## config.mk

```make
export PLATFORM = sky130hd
export DESIGN_NAME = axis_noc_packetizer_flat
export DESIGN_NICKNAME = d
export VERILOG_FILES = /design/src/rtl/axis_noc_packetizer_if.sv /design/src/rtl/axis_noc_packetizer.sv /design/src/flat_wrapper.sv
export SDC_FILE = /design/constraint.sdc
export NUM_CORES = 1
export LEC_CHECK = 0
export ABC_AREA = 1
export CORE_MARGIN = 4
export CORE_UTILIZATION = 35
export CTS_CLUSTER_SIZE = 28
export DETAILED_ROUTE_END_ITERATION = 16
export HOLD_SLACK_MARGIN = 0.08
export SLEW_MARGIN = 10
export SYNTH_ARGS = -nofsm -noshare
export SYNTH_HDL_FRONTEND = slang
export SYNTH_SLANG_ARGS = --single-unit
```

## constraint.sdc

```tcl
create_clock -name clk_usr -period 7.2 [get_ports clk_usr]
set_clock_uncertainty 0.15 [all_clocks]
set_input_delay 1.08 -clock clk_usr [delete_from_list [all_inputs] [get_ports clk_usr]]
set_output_delay 1.08 -clock clk_usr [all_outputs]
set_load 0.005 [all_outputs]
```

## src/rtl/axis_noc_packetizer_if.sv

```systemverilog
// AXI-Stream bundle used on both sides of the NoC packetizer.
interface axis_noc_packetizer_if #(
  parameter int unsigned TDATA_WIDTH = 32,
  parameter int unsigned TDEST_WIDTH = 4,
  parameter int unsigned TID_WIDTH   = 2
);
  logic                   tvalid;
  logic                   tready;
  logic [TDATA_WIDTH-1:0] tdata;
  logic                   tlast;
  logic [TID_WIDTH-1:0]   tid;
  logic [TDEST_WIDTH-1:0] tdest;

  modport master (output tvalid, tdata, tlast, tid, tdest, input tready);
  modport slave  (input tvalid, tdata, tlast, tid, tdest, output tready);
endinterface

```

## src/rtl/axis_noc_packetizer.sv

```systemverilog
// Buffers a user AXI-Stream and splits long user packets into NoC packets of
// at most MAX_PACKET_BEATS beats, holding tdest/tid across continuations.
module axis_noc_packetizer #(
  parameter int unsigned TDATA_WIDTH      = 32,
  parameter int unsigned TDEST_WIDTH      = 4,
  parameter int unsigned TID_WIDTH        = 2,
  parameter int unsigned BUFFER_DEPTH     = 4,
  parameter int unsigned MAX_PACKET_BEATS = 8,
  parameter int unsigned CNT_WIDTH        = 16
) (
  input  logic                  clk_usr,
  input  logic                  rst_n,
  axis_noc_packetizer_if.slave  s_axis,
  axis_noc_packetizer_if.master m_axis,
  output logic [CNT_WIDTH-1:0]  pkt_count,
  output logic [CNT_WIDTH-1:0]  split_count
);

  localparam int unsigned AW = $clog2(BUFFER_DEPTH);
  localparam int unsigned BW = $clog2(MAX_PACKET_BEATS) + 1;

  typedef enum logic {IDLE, ACTIVE} state_t;

  logic [TDATA_WIDTH-1:0] mem_data [BUFFER_DEPTH];
  logic                   mem_last [BUFFER_DEPTH];
  logic [TID_WIDTH-1:0]   mem_id   [BUFFER_DEPTH];
  logic [TDEST_WIDTH-1:0] mem_dest [BUFFER_DEPTH];

  logic [AW:0]            wr_ptr, rd_ptr;
  state_t                 state;
  logic [BW-1:0]          beat_cnt;
  logic [TDEST_WIDTH-1:0] lat_dest;
  logic [TID_WIDTH-1:0]   lat_id;

  logic                   empty, full, push, pop, s_ready;
  logic                   head_last, cnt_hit, out_last;
  logic [TDATA_WIDTH-1:0] head_data;
  logic [TID_WIDTH-1:0]   head_id;
  logic [TDEST_WIDTH-1:0] head_dest;

  // FIFO status, handshakes and head-of-queue view
  always_comb begin
    empty     = (wr_ptr == rd_ptr);
    full      = (wr_ptr[AW] != rd_ptr[AW]) && (wr_ptr[AW-1:0] == rd_ptr[AW-1:0]);
    s_ready   = rst_n & ~full;
    push      = s_axis.tvalid & s_ready;
    pop       = ~empty & m_axis.tready;
    head_data = mem_data[rd_ptr[AW-1:0]];
    head_last = mem_last[rd_ptr[AW-1:0]];
    head_id   = mem_id[rd_ptr[AW-1:0]];
    head_dest = mem_dest[rd_ptr[AW-1:0]];
    cnt_hit   = (beat_cnt == BW'(MAX_PACKET_BEATS - 1));
    out_last  = ~empty & (head_last | cnt_hit);
  end

  // Output side: empty FIFO presents zeros; ACTIVE replays the latched route
  always_comb begin
    s_axis.tready = s_ready;
    m_axis.tvalid = ~empty;
    m_axis.tlast  = out_last;
    m_axis.tdata  = empty ? '0 : head_data;
    if (state == ACTIVE) begin
      m_axis.tid   = lat_id;
      m_axis.tdest = lat_dest;
    end else begin
      m_axis.tid   = empty ? '0 : head_id;
      m_axis.tdest = empty ? '0 : head_dest;
    end
  end

  // FIFO storage write; contents need no reset because empty masks them
  always_ff @(posedge clk_usr) begin
    if (push) begin
      mem_data[wr_ptr[AW-1:0]] <= s_axis.tdata;
      mem_last[wr_ptr[AW-1:0]] <= s_axis.tlast;
      mem_id[wr_ptr[AW-1:0]]   <= s_axis.tid;
      mem_dest[wr_ptr[AW-1:0]] <= s_axis.tdest;
    end
  end

  // Pointers, packet state machine, beat counter and statistics
  always_ff @(posedge clk_usr) begin
    if (!rst_n) begin
      wr_ptr      <= '0;
      rd_ptr      <= '0;
      state       <= IDLE;
      beat_cnt    <= '0;
      lat_dest    <= '0;
      lat_id      <= '0;
      pkt_count   <= '0;
      split_count <= '0;
    end else begin
      if (push) wr_ptr <= wr_ptr + 1'b1;
      if (pop) begin
        rd_ptr <= rd_ptr + 1'b1;
        // A forced split keeps ACTIVE so the continuation reuses dest/id
        case (state)
          IDLE: if (!head_last) begin
            state    <= ACTIVE;
            lat_dest <= head_dest;
            lat_id   <= head_id;
          end
          ACTIVE: if (head_last) state <= IDLE;
          default: state <= IDLE;
        endcase
        if (out_last) begin
          beat_cnt  <= '0;
          pkt_count <= pkt_count + 1'b1;
          if (!head_last) split_count <= split_count + 1'b1;
        end else begin
          beat_cnt <= beat_cnt + 1'b1;
        end
      end
    end
  end

endmodule

```

## src/flat_wrapper.sv

```systemverilog
// flat-port wrapper written by rule: the top's interface ports become plain ports
module axis_noc_packetizer_flat 
#(
  parameter int unsigned TDATA_WIDTH      = 32,
  parameter int unsigned TDEST_WIDTH      = 4,
  parameter int unsigned TID_WIDTH        = 2,
  parameter int unsigned BUFFER_DEPTH     = 4,
  parameter int unsigned MAX_PACKET_BEATS = 8,
  parameter int unsigned CNT_WIDTH        = 16
)
  (clk_usr, rst_n, pkt_count, split_count, s_axis_tvalid, s_axis_tdata, s_axis_tlast, s_axis_tid, s_axis_tdest, s_axis_tready, m_axis_tvalid, m_axis_tdata, m_axis_tlast, m_axis_tid, m_axis_tdest, m_axis_tready);
  axis_noc_packetizer_if #(.TDATA_WIDTH(TDATA_WIDTH), .TDEST_WIDTH(TDEST_WIDTH), .TID_WIDTH(TID_WIDTH)) s_axis_i ();
  axis_noc_packetizer_if #(.TDATA_WIDTH(TDATA_WIDTH), .TDEST_WIDTH(TDEST_WIDTH), .TID_WIDTH(TID_WIDTH)) m_axis_i ();
  input  logic clk_usr;
  input  logic rst_n;
  output logic [CNT_WIDTH-1:0] pkt_count;
  output logic [CNT_WIDTH-1:0] split_count;
  input wire logic [$bits(s_axis_i.tvalid)-1:0] s_axis_tvalid;
  input wire logic [$bits(s_axis_i.tdata)-1:0] s_axis_tdata;
  input wire logic [$bits(s_axis_i.tlast)-1:0] s_axis_tlast;
  input wire logic [$bits(s_axis_i.tid)-1:0] s_axis_tid;
  input wire logic [$bits(s_axis_i.tdest)-1:0] s_axis_tdest;
  output wire logic [$bits(s_axis_i.tready)-1:0] s_axis_tready;
  output wire logic [$bits(m_axis_i.tvalid)-1:0] m_axis_tvalid;
  output wire logic [$bits(m_axis_i.tdata)-1:0] m_axis_tdata;
  output wire logic [$bits(m_axis_i.tlast)-1:0] m_axis_tlast;
  output wire logic [$bits(m_axis_i.tid)-1:0] m_axis_tid;
  output wire logic [$bits(m_axis_i.tdest)-1:0] m_axis_tdest;
  input wire logic [$bits(m_axis_i.tready)-1:0] m_axis_tready;
  assign s_axis_i.tvalid = s_axis_tvalid;
  assign s_axis_i.tdata = s_axis_tdata;
  assign s_axis_i.tlast = s_axis_tlast;
  assign s_axis_i.tid = s_axis_tid;
  assign s_axis_i.tdest = s_axis_tdest;
  assign s_axis_tready = s_axis_i.tready;
  assign m_axis_tvalid = m_axis_i.tvalid;
  assign m_axis_tdata = m_axis_i.tdata;
  assign m_axis_tlast = m_axis_i.tlast;
  assign m_axis_tid = m_axis_i.tid;
  assign m_axis_tdest = m_axis_i.tdest;
  assign m_axis_i.tready = m_axis_tready;
  axis_noc_packetizer #(.TDATA_WIDTH(TDATA_WIDTH), .TDEST_WIDTH(TDEST_WIDTH), .TID_WIDTH(TID_WIDTH), .BUFFER_DEPTH(BUFFER_DEPTH), .MAX_PACKET_BEATS(MAX_PACKET_BEATS), .CNT_WIDTH(CNT_WIDTH)) u_core (.clk_usr(clk_usr), .rst_n(rst_n), .s_axis(s_axis_i), .m_axis(m_axis_i), .pkt_count(pkt_count), .split_count(split_count));
endmodule
```

== Word level (Yosys, flattened, before mapping) ==
Memory sizes are Yosys's and may differ from the RTL's. A register that Yosys moved wholly into a read port is not among the register bits.
Index checks and enable logic that the tools add are counted.
Word-level totals
  output and inout bits: 73
  bits in writable memories: 156
  flip-flop bits (word level): 49
  memories: 4
  word-level logic and storage cells: 51
Memories
  u_core.mem_data: words 4, width 32, rd ports 1, clocked after Yosys merged registers in 1, write ports 1, line axis_noc_packetizer.sv:24  | logic [TDATA_WIDTH-1:0] mem_data [BUFFER_DEPTH];
  u_core.mem_dest: words 4, width 4, rd ports 1, clocked after Yosys merged registers in 1, write ports 1, line axis_noc_packetizer.sv:27  | logic [TDEST_WIDTH-1:0] mem_dest [BUFFER_DEPTH];
  u_core.mem_id: words 4, width 2, rd ports 1, clocked after Yosys merged registers in 1, write ports 1, line axis_noc_packetizer.sv:26  | logic [TID_WIDTH-1:0] mem_id [BUFFER_DEPTH];
  u_core.mem_last: words 4, width 1, rd ports 1, clocked after Yosys merged registers in 1, write ports 1, line axis_noc_packetizer.sv:25  | logic mem_last [BUFFER_DEPTH];
Operators by class
  reduce and logical (&&, ||, !) cells: 4
  bitwise logic cells: 9
  eq/ne operators: 4
  multiplexer cells: 17
  add/subtract/negate cells: 5
Operator list (number)
  $add A16 B1 Y16 const B: 2
  $mux W32: 1
  $mux W2: 10
  $mux W4: 3
  $add A3 B1 Y3 const B: 2
  $reduce_and A3 Y1: 2
  $add A4 B1 Y4 const B: 1
  $and A1 B1 Y1: 4
  $eq A4 B3 Y1 const B: 1
  $not A1 Y1: 4
  $eq A3 B3 Y1: 1
  $mux W1: 3
  $eq A2 B2 Y1: 1
  $reduce_and A2 Y1: 1
  $logic_and A1 B1 Y1: 1
  $ne A1 B1 Y1: 1
  $or A1 B1 Y1: 1

== Logic depth before layout (Yosys ltp) ==
  depth in word-level cells: 7
  depth in mapped cells: 10
  mapped depth without buffers: 10

== Worst setup path before layout ==
No wires, ideal clock.
  path type: input to register
  start point: in rst_n
  end point: mem u_core.mem_data[0][0] (enable)
  setup time: 436 ps
  data arrival time: 3211 ps
  data required time: 6614 ps
  stages: 3
  path buffers: 1
  setup slack: 3403 ps
  path through: clkbuf_1 > nand3_1 > nor2_1
On the way
  cells in the longest elaborated chain, start to end: 4
RTL lines
  from (decl): line flat_wrapper.sv:15  | input logic rst_n;
  $and A1 B1 Y1: line axis_noc_packetizer.sv:45  | s_ready = rst_n & ~full;
  $and A1 B1 Y1: line axis_noc_packetizer.sv:46  | push = s_axis.tvalid & s_ready;
  $mux W1: line axis_noc_packetizer.sv:73  | if (push) begin
  $mux W1 (implied by the code): line axis_noc_packetizer.sv:74  | mem_data[wr_ptr[AW-1:0]] <= s_axis.tdata;
  to (decl): line axis_noc_packetizer.sv:24
No other way between the ends.

==> impl_metrics.tcl <==
set metrics [dict create \
    dieArea_sq_mm 0.0278 \
    syn2layout_area_growth_pct 25.1 \
    clk_path_buf_depth 3 \
    wire_per_inst_um 14.9 \
    grt_max_degree 80 \
    dp_cells 1293 \
    syn-num-nets 936 \
    path_buf_inv 4 \
    dp_slack_ns 3.18 \
    status "complete, no violations" \
    dieHeight_um 167 \
    critPathRequiredTime_ns 5.97 \
    clk_pin_slew_worst_paths_ns 0.06 \
    synth-seq-cells 207 \
    drtAntennaViolNets 0 \
    clock.fmax_mhz 219 \
    insertedDiodeCount 0 \
    place.gp.congestion 0.780 \
    ys_warn_count 0 \
    vdd_drop_max_v 0.000120 \
    stdcell_count 1333 \
    rows 57 \
    ioPinCount 116 \
    clk_latency_ns 0.49 \
    grt_antenna_before_repair 1 \
    start_util 0.359 \
    finalCritPeriodShare 0.634 \
    setup_ws_ns 2.64 \
    cts-root-buf "clkbuf_16" \
    grt_pass1_vias 5952 \
    p_per_area_mw_per_mm2 271 \
    syn_avg_cell_area_sq_um 9.96 \
    postCtsHoldBufs 0 \
    path_cells "buf_4 > inv_2 > buf_4 > o21ai_0 > o22ai_1 > nand3_1 > o21ai_0 > clkdlybuf4s50_1" \
    rsz0062_at_grt "no" \
    cts_setup_buffers 0 \
    critPathMaxFanout 79 \
    final_common_cell "nand2_1" \
    io_buffers 115 \
    final_util 0.449 \
    worstMarginPinSlew_ns 1.08 \
    placed_area_sq_mm 0.0103 \
    crit_arrival_ns 3.33 \
    wl_um 19800 \
    via_per_inst 4.76 \
    h-tree-depth 1 \
    cts_made_buffers 23 \
    hold_viol 0 \
    vias 6351 \
    whs_ns 0.331 \
    power_mw 2.99 \
    syn_inst 885 \
    period_needed_ns 4.56 \
    hp-class "reg2reg" \
    nets 1045 \
    cp_slowest_cell "inv_2" \
    crit_path_end_kind "output pin" \
    grt_pass1_wl_um 31900 \
    drv_cap 0 \
    slew_violations 0 \
    cp_slowest_stage_delay_ns 0.52 \
    finalSetupViolCount 0 \
    synth_cell_types 27 \
    detail_route.first_pass.iterations 4 \
    syn_area_sq_mm 0.00882 \
    drt_iter0_drc 397 \
    layout_common_cells "182 x nand2_1, 156 x edfxtp_1, 124 x nor2_1" \
    drcViolationCount 0 \
    grt.overflow.total 0 \
    ff_latch_area_sq_mm 0.00571 \
    crit_type "reg2out" \
    coreArea_sq_mm 0.0245 \
    cts_sinks 207 \
    tritoncts "done" \
    startpoint_type "flop" \
    p_leak_nw 4.01 \
    multi_input_area_sq_mm 0.00266 \
    fp.dieW_um 167 \
    layout-drive-gt1-share 0.0575 \
    cp_top_family "buffers and inverters" \
    grt_use_total 0.138 \
    finish.instance_area_sq_mm 0.0110 \
    cts.repair.resized 0 \
    dp_hpwl_um 12200 \
    fillerInstances 2356 \
    seq_area_frac_synth 0.647 \
    fin_setup_tns_ns 0 \
    maxSlewHeadroom 0.279 \
]
[Yosys cell counts]
master	instances	area, sq um
buf_1	3	11.3
xnor2_1	10	87.6
o22a_1	1	8.76
a21oi_1	37	185
and2_1	1	6.26
inv_1	80	300
nand3_4	2	35.0
nand4_1	5	31.3
o22ai_1	37	231
nor2_1	128	480
inv_2	4	15.0
buf_4	3	22.5
o21ai_1	8	40.0
nor2_4	2	22.5
buf_2	7	35.0
nor3_1	3	15.0
dfxtp_1	51	1020
ha_1	8	100
nand2_2	4	25.0
nand3b_1	1	7.51
o21ai_0	88	440
nand4_2	1	12.5
edfxtp_1	156	4680
nand2_1	182	683
clkbuf_1	27	101
nand3_1	27	135
xor2_1	9	78.8
[registers in the layout (all words and copies together) (netlist names), named ones only]
name / flops
u_core.state: 1
u_core.mem_data: 128
u_core.mem_id: 8
u_core.beat_cnt: 4
u_core.mem_last: 4
u_core.pkt_count: 16
u_core.rd_ptr: 3
u_core.split_count: 16
u_core.wr_ptr: 3
u_core.lat_id: 2
u_core.mem_dest: 16
u_core.lat_dest: 4
[layer usage]
metal | wire [um] | vias to the layer above | part of all wire | track usage
li1 | - | 3205 | - | -
met1 | 9300 | 2980 | 0.47 | 0.191
met2 | 9170 | 142 | 0.46 | 0.228
met3 | 1130 | 22 | 0.057 | 0.0294
met4 | 229 | 2 | 0.012 | 0.0245
met5 | 13 | - | 0.00066 | 0
[power breakdown]
part | leakage [nW] | switching, mW | internal [mW]
Clock | 0.354 | 0.437 | 0.679
Sequential | 1.83 | 0.0155 | 1.32
Combinational | 1.82 | 0.305 | 0.228
[cell type report]
class                   count  area share
clock buffers              31      0.0567
clock inverters             9     0.00896
inverters                  84      0.0286
multi-input cells         554       0.241
flip-flops and latches    207       0.518
well taps                 324      0.0368
repair buffers            124       0.111
[tightest hold or removal path: cells and delay by family (launching register included)]
| kind | cells | cell delay, ns |
|---|---|---|
| compound gates | 1 | 0.05 |
| simple gates | 1 | 0.06 |
| flops | 1 | 0.32 |
[worst paths after layout]
path	startpoint	endpoint	slack [ns]	depth (start not counted)
setup reg to reg	u_core.wr_ptr[0]$_SDFFE_PN0P_	u_core.mem_data[0][2]$_DFFE_PP_	4.23	7
hold reg to reg	u_core.beat_cnt[0]$_SDFFE_PN0P_	u_core.beat_cnt[0]$_SDFFE_PN0P_	0.33	2
hold / removal	u_core.beat_cnt[0]$_SDFFE_PN0P_	u_core.beat_cnt[0]$_SDFFE_PN0P_	0.33	2
setup / recovery	flop	m_axis_tdest[1]	2.64	8
[logic make-up after synthesis]
kind of cell | share of synthesized area
buffers and inverters | 0.0551
and+or+nand+nor | 0.165
DFF | 0.647
adders and majority gates | 0.0114
xor gates and xnor gates | 0.0189
AOI/OAI and AO/OA | 0.103
Power figures use the tool's default switching activity.
